### config.mk
export PLATFORM = sky130hd
export DESIGN_NAME = mem_issue_fifo
export DESIGN_NICKNAME = d
export VERILOG_FILES = /design/src/rtl/mem_issue_fifo.sv
export SDC_FILE = /design/constraint.sdc
export NUM_CORES = 1
export LEC_CHECK = 0
export BUFFER_PORTS_ARGS = -buffer_cell sky130_fd_sc_hd__buf_2
export CORE_ASPECT_RATIO = 0.7
export CORE_UTILIZATION = 45
export DETAILED_ROUTE_END_ITERATION = 16
export PLACE_DENSITY = 0.67
export SLEW_MARGIN = 20
export SYNTH_ARGS = -nofsm -noshare
export SYNTH_HDL_FRONTEND = slang
export SYNTH_SLANG_ARGS = --single-unit
### constraint.sdc
create_clock -name i_clk -period 6.8 [get_ports i_clk]
set_input_delay 0.34 -clock i_clk [delete_from_list [all_inputs] [get_ports i_clk]]
set_output_delay 0.34 -clock i_clk [all_outputs]
set_load 0.01 [all_outputs]
### src/rtl/mem_issue_fifo.sv
// In-order issue buffer for memory uops feeding the memory execution unit.
// Tracks branch masks per entry and turns mispredicted entries into holes.
module mem_issue_fifo #(
  parameter int WIDTH_REG = 7,
  parameter int WIDTH_BRM = 6,
  parameter int DEPTH     = 8,
  parameter int WIDTH     = 4*32 + WIDTH_REG + WIDTH_BRM + 7 + 10 + 1
) (
  input  logic                 i_clk,
  input  logic                 i_rst_n,
  input  logic                 i_we,
  input  logic [WIDTH-2:0]     i_instr,
  input  logic                 i_stall,
  input  logic                 i_br_valid,
  input  logic [WIDTH_BRM-1:0] i_br_tag,
  input  logic                 i_br_kill,
  output logic [WIDTH-1:0]     o_instr,
  output logic                 o_full,
  output logic                 o_empty
);

  localparam int PTR_W  = $clog2(DEPTH);
  localparam int CNT_W  = PTR_W + 1;
  localparam int BRM_LO = 4*32 + WIDTH_REG + 7;
  localparam int BRM_HI = BRM_LO + WIDTH_BRM - 1;

  logic [WIDTH-2:0]  payload [DEPTH];
  logic [DEPTH-1:0]  ent_valid;
  logic [PTR_W-1:0]  wr_ptr;
  logic [PTR_W-1:0]  rd_ptr;
  logic [CNT_W-1:0]  count;

  logic             br_clear;
  logic             br_kill;
  logic             in_hit;
  logic             accept;
  logic             pop;
  logic             head_valid;
  logic             head_hit;
  logic             out_hit;
  logic [WIDTH-2:0] in_upd;
  logic [WIDTH-2:0] head_upd;

  always_comb begin
    br_clear   = i_br_valid && !i_br_kill;
    br_kill    = i_br_valid && i_br_kill;
    in_hit     = |(i_instr[BRM_HI:BRM_LO] & i_br_tag);
    accept     = i_we && !o_full && !(br_kill && in_hit);
    pop        = !i_stall && (count != '0);
    head_valid = ent_valid[rd_ptr];
    // Kill check on the popped entry uses its brmask before this cycle's update.
    head_hit   = br_kill && |(payload[rd_ptr][BRM_HI:BRM_LO] & i_br_tag);
    out_hit    = br_kill && |(o_instr[BRM_HI:BRM_LO] & i_br_tag);

    in_upd   = i_instr;
    head_upd = payload[rd_ptr];
    if (br_clear) begin
      in_upd[BRM_HI:BRM_LO]   = i_instr[BRM_HI:BRM_LO] & ~i_br_tag;
      head_upd[BRM_HI:BRM_LO] = payload[rd_ptr][BRM_HI:BRM_LO] & ~i_br_tag;
    end
  end

  assign o_full  = (count == CNT_W'(DEPTH));
  assign o_empty = (count == '0);

  // Payload storage carries no reset; occupancy is governed by valid bits and count.
  always_ff @(posedge i_clk) begin
    for (int i = 0; i < DEPTH; i++) begin
      if (br_clear)
        payload[i][BRM_HI:BRM_LO] <= payload[i][BRM_HI:BRM_LO] & ~i_br_tag;
    end
    if (accept)
      payload[wr_ptr] <= in_upd;
  end

  always_ff @(posedge i_clk) begin
    if (!i_rst_n) begin
      ent_valid <= '0;
      wr_ptr    <= '0;
      rd_ptr    <= '0;
      count     <= '0;
    end else begin
      for (int i = 0; i < DEPTH; i++) begin
        if (br_kill && |(payload[i][BRM_HI:BRM_LO] & i_br_tag))
          ent_valid[i] <= 1'b0;
      end
      if (accept) begin
        ent_valid[wr_ptr] <= 1'b1;
        wr_ptr            <= wr_ptr + PTR_W'(1);
      end
      if (pop)
        rd_ptr <= rd_ptr + PTR_W'(1);
      count <= count + CNT_W'(accept) - CNT_W'(pop);
    end
  end

  always_ff @(posedge i_clk) begin
    if (!i_rst_n) begin
      o_instr <= '0;
    end else if (i_stall) begin
      if (br_clear)
        o_instr[BRM_HI:BRM_LO] <= o_instr[BRM_HI:BRM_LO] & ~i_br_tag;
      if (out_hit)
        o_instr[WIDTH-1] <= 1'b0;
    end else if (pop && head_valid) begin
      o_instr <= {~head_hit, head_upd};
    end else begin
      o_instr <= '0;
    end
  end

endmodule

* Yosys cells after proc, flatten, opt, wreduce, memory -nomap -nowiden
Memory sizes are Yosys's and may differ from the RTL's. A register that Yosys moved wholly into a read port is not among the register bits. Cells that the tools add are included.
Word-level totals: memory bits (writable) 1264, word-level logic and storage cells 112, output and inout port bits 161, memories 1, latch bits 0, bits in read-only memories 0, register bits 177
Cells by class: equality and inequality tests 3, add/sub/neg operators 4, bitwise gates (word level) 25, reduce and logical (&&, ||, !) cells 35, div/mod/pow operators 0, muxes and demuxes 34, $lt $le $gt $ge 3, multiply operators 0, shift operators 0
Memory list:
- payload | depth 8, width 158, rd ports 9, clocked after memory_dff 1, wr ports 9, RTL line 27 | logic [WIDTH-2:0] payload [DEPTH];
Operators by type and width (count):
- $mux W159 | 1
- $and A6 B6 Y6 | 22
- $reduce_or A6 Y1 | 11
- $mux W1 | 24
- $mux W6 | 4
- $logic_and A1 B1 Y1 | 18
- $lt A3 B4 Y1 const B | 2
- $mux W8 | 1
- $or A8 B8 Y8 | 1
- $add A3 B1 Y3 const B | 2
- $mux W3 | 2
- $not A6 Y6 | 1
- $add A4 B1 Y4 | 1
- $eq A4 B4 Y1 const B | 1
- $logic_not A1 Y1 | 4
- $logic_not A4 Y1 | 1
- $ne A2 B1 Y1 const B | 2
- $reduce_bool A4 Y1 | 1
- $sub A4 B1 Y4 | 1
- $bmux W1 S3 | 1
- $demux W1 S3 | 1
- $ge A3 B1 Y1 const B | 1
- $not A1 Y1 | 1

* Depth between registers and ports, before layout
An unclocked memory read counts as a cell.
word-level depth 8, gate-level depth with buffers 13, gate-level depth less buffers 13

* Worst setup path before layout
Ideal clock, no wire load.
kind register to register, from register count[2], to memory payload[7][0] (netlist name) (enable), stages on the path, launching flop included 8, slack 1.751 ns, library setup time 0.505 ns, data arrival time 4.544 ns, cell sequence dfxtp_1 inv_1 ha_1 nor3b_1 nand2b_1 nor2_2 nand4_1 inv_1
RTL lines:
- from (decl) | RTL line 31 | logic [CNT_W-1:0] count;
- from (signal assigned) | RTL line 93 | count <= count + CNT_W'(accept) - CNT_W'(pop);
- to (decl) | RTL line 27

==> impl_metrics.yaml <==
run_status:
  status: "finished clean"
finish:
  fin_util: 0.535
  synthToLayoutAreaGrowth_pct: 17.1
  stdcell_area_sq_um: 64400
  fill_cells: 9204
  multi_input_area_sq_um: 12500
  seq_area_sq_um: 41600
  drive_gt1_frac: 0.323
  layout.nets: 3335
  layout_common_cells: "1264 x edfxtp_1, 329 x buf_2, 314 x mux4_2"
  mostFrequentLayoutCell: "edfxtp_1"
synth:
  syn_inst: 2661
  syn_avg_cell_area_sq_um: 20.7
  synth_fa_ha_area_frac: 0.00219
  synth_nets: 2840
  synth_area_sq_um: 55000
  synth-edff-count: 1264
  ys.flop_type: "edfxtp_1"
  synth_compound_area_frac: 0.0291
  synth_top_family_by_area: "multiplexers"
  ys.warnings.count: 0
  yosysSeqAreaShare: 0.756
  synthArstFlopShare: 0
  synth_xor_area_frac: 0.000956
  synthSimpleGateAreaFrac: 0.0230
  synth_mux_area_frac: 0.171
  ys_types: 43
  synth_seq_cells: 1444
worst_setup_path:
  crit_slowest_cell: "inv_6"
  cp.required_ns: 7.17
  start_kind: "flip-flop"
  path_cells: "inv_1 -> ha_1 -> nor3b_1 -> nand2b_1 -> nor2_2 -> nand4_1 -> inv_6 -> buf_12"
  critical_path_class: "flip-flop to flip-flop"
  rrSetupSlack_ns: 2.97
  crit_family: "buffers and inverters"
  r2r_start: "count[2]"
  end_kind: "flip-flop"
  crit_fanout: 70
  worst-path-buf-inv: 3
  slowest_delay_ns: 0.86
  cp.arrival_ns: 4.20
  startpoint: "count[2]"
placement:
  place_area_sq_um: 58200
  port_buffers: 330
  pre_cts_ws_ns: 2.84
  place.gp.congestion: 0.854
  dpl.hpwl_um: 66600
timing:
  post-route-period-util: 0.564
  fin_skew_ns: 0.0261
  timing.final.ws_setup_ns: 2.97
  min_period_ns: 3.83
  fmax_ghz: 0.261
  tightestPinTransition_ns: 1.10
  final-setup-viol-count: 0
  hold_viol: 0
  rsz0062_at_grt: "false"
  slew_headroom: 0.265
  slew_violations: 0
  finalSetupTns_ns: 0
clock_network:
  htreeDepth: 4
  clock_latency_ns: 0.76
  clkTransAtPathRegs_ns: 0.06
  clockRootBuffer: "clkbuf_16"
  cts.sinks: 1444
  post_cts_resized: 0
  clk_path_buf_depth: 3
  cts_made_buffers: 139
  cts_tree: "done"
global_route:
  grt_pass1_wl_um: 185000
  grt_max_degree: 169
  grt_pass1_vias: 28800
  grt_overflow_total: 0
  grt_usage: 0.203
  antenna_found_initial: 10
power_and_ir_drop:
  ir_drop_mv: 0.318
  leakagePower_uw: 0.0211
  power_uw: 22000
  p_per_area_nw_per_um2: 342
route:
  via_per_inst: 5.62
  ant_nets: 0
  drt_iter0_drc: 2318
  dr.pass1.iters: 5
  num_vias: 27500
  wirelength_um: 125000
  wire_per_inst_um: 25.5
  drc: 0
die:
  io_pins: 331
  die_w_um: 420
  fp-row-count: 106
  fp.coreArea_sq_um: 120000
  dieArea_sq_um: 124000
  die_y_um: 294
  start_util: 0.457
min_path:
  hold_path.class: "primary input to flip-flop"
  hp-start: "i_stall"
job:
  drv_cap: 0
[worst paths after layout]
| path | endpoint | depth (start not counted) |
|---|---|---|
| hold / removal | o_instr[143] | 3 |
| setup reg to reg | payload[7][18] | 8 |
| hold reg to reg | ent_valid[6] | 2 |
| setup / recovery | payload[7][18] | 8 |
[worst reg2reg max path, cell delays in order, from the launching register on]
cell and delay (ns):
dfxtp_1 0.31, inv_1 0.07, ha_1 0.19, nor3b_1 0.15, nand2b_1 0.20, nor2_2 0.29, nand4_1 0.69, inv_6 0.86
buf_12 0.60
[metrics by stage]
step                std cells  hold WS [ns]
global route             4898        0.0311
global placement         4481         0.476
finish                   4898        0.0839
floorplan                2661         0.439
CTS                      4893       0.00274
detailed placement       4481         0.477
[flip-flops by register name (all words and copies together) (netlist names), named ones only]
name	flops
count	4
ent_valid	8
o_instr	159
payload	1264
rd_ptr	3
wr_ptr	3
[timing repair]
action,CTS,global route
hold buffers,153,0
hold endpoints to repair,1229,0
setup buffers,0,0
[cell type report]
cell class	instances	share of cell area
inverter	12	0.00109
sequential	1444	0.646
timing repair buffer	516	0.0568
tap	1620	0.0315
antenna	4	0.000156
clock inverter	79	0.0125
multi-input combinational	1043	0.194
clock buffer	180	0.0585
[routing by layer]
metal | track usage | wire length, um
met1 | 0.276 | 52600
met2 | 0.336 | 62300
met3 | 0.0391 | 7130
met4 | 0.0555 | 2860
met5 | 0 | 83
[kinds of logic (layout without fill, tap and decap cells)]
logic type               after synthesis  in the layout
flip-flops                          1444           1444
multiplexers                         528            528
AND/OR/NAND/NOR                      284            284
AO/OA/AOI/OAI                        216            216
buffers and inverters                174            787
adder cells (fa/ha/maj)                9              9
XOR/XNOR                               6              6
other                                  0              4
[power breakdown]
| part | switching [uW] | internal [uW] | leakage (uW) |
|---|---|---|---|
| Clock | 3320 | 4370 | 0.00222 |
| Combinational | 1880 | 1950 | 0.00596 |
| Sequential | 290 | 10200 | 0.0129 |
| Total | 5490 | 16500 | 0.0211 |
[synthesized netlist by cell type, drive strengths merged (4+ instances only)]
master | number | share of area
xnor2 | 5 | 0.00080
edfxtp | 1264 | 0.69
mux4 | 314 | 0.13
mux2 | 156 | 0.032
o21ai | 5 | 0.00046
clkbuf | 71 | 0.0048
o21a | 8 | 0.0011
nand4 | 4 | 0.00046
nor2b | 4 | 0.00046
nand2b | 44 | 0.0050
a221oi | 8 | 0.0013
nand2 | 43 | 0.0029
a21oi | 8 | 0.00073
dfxtp | 180 | 0.066
buf | 91 | 0.012
a22oi | 180 | 0.025
nand3 | 4 | 0.00036
inv | 11 | 0.00075
nor2 | 167 | 0.011
mux2i | 58 | 0.011
ha | 8 | 0.0018
Power figures use the tool's default switching activity.
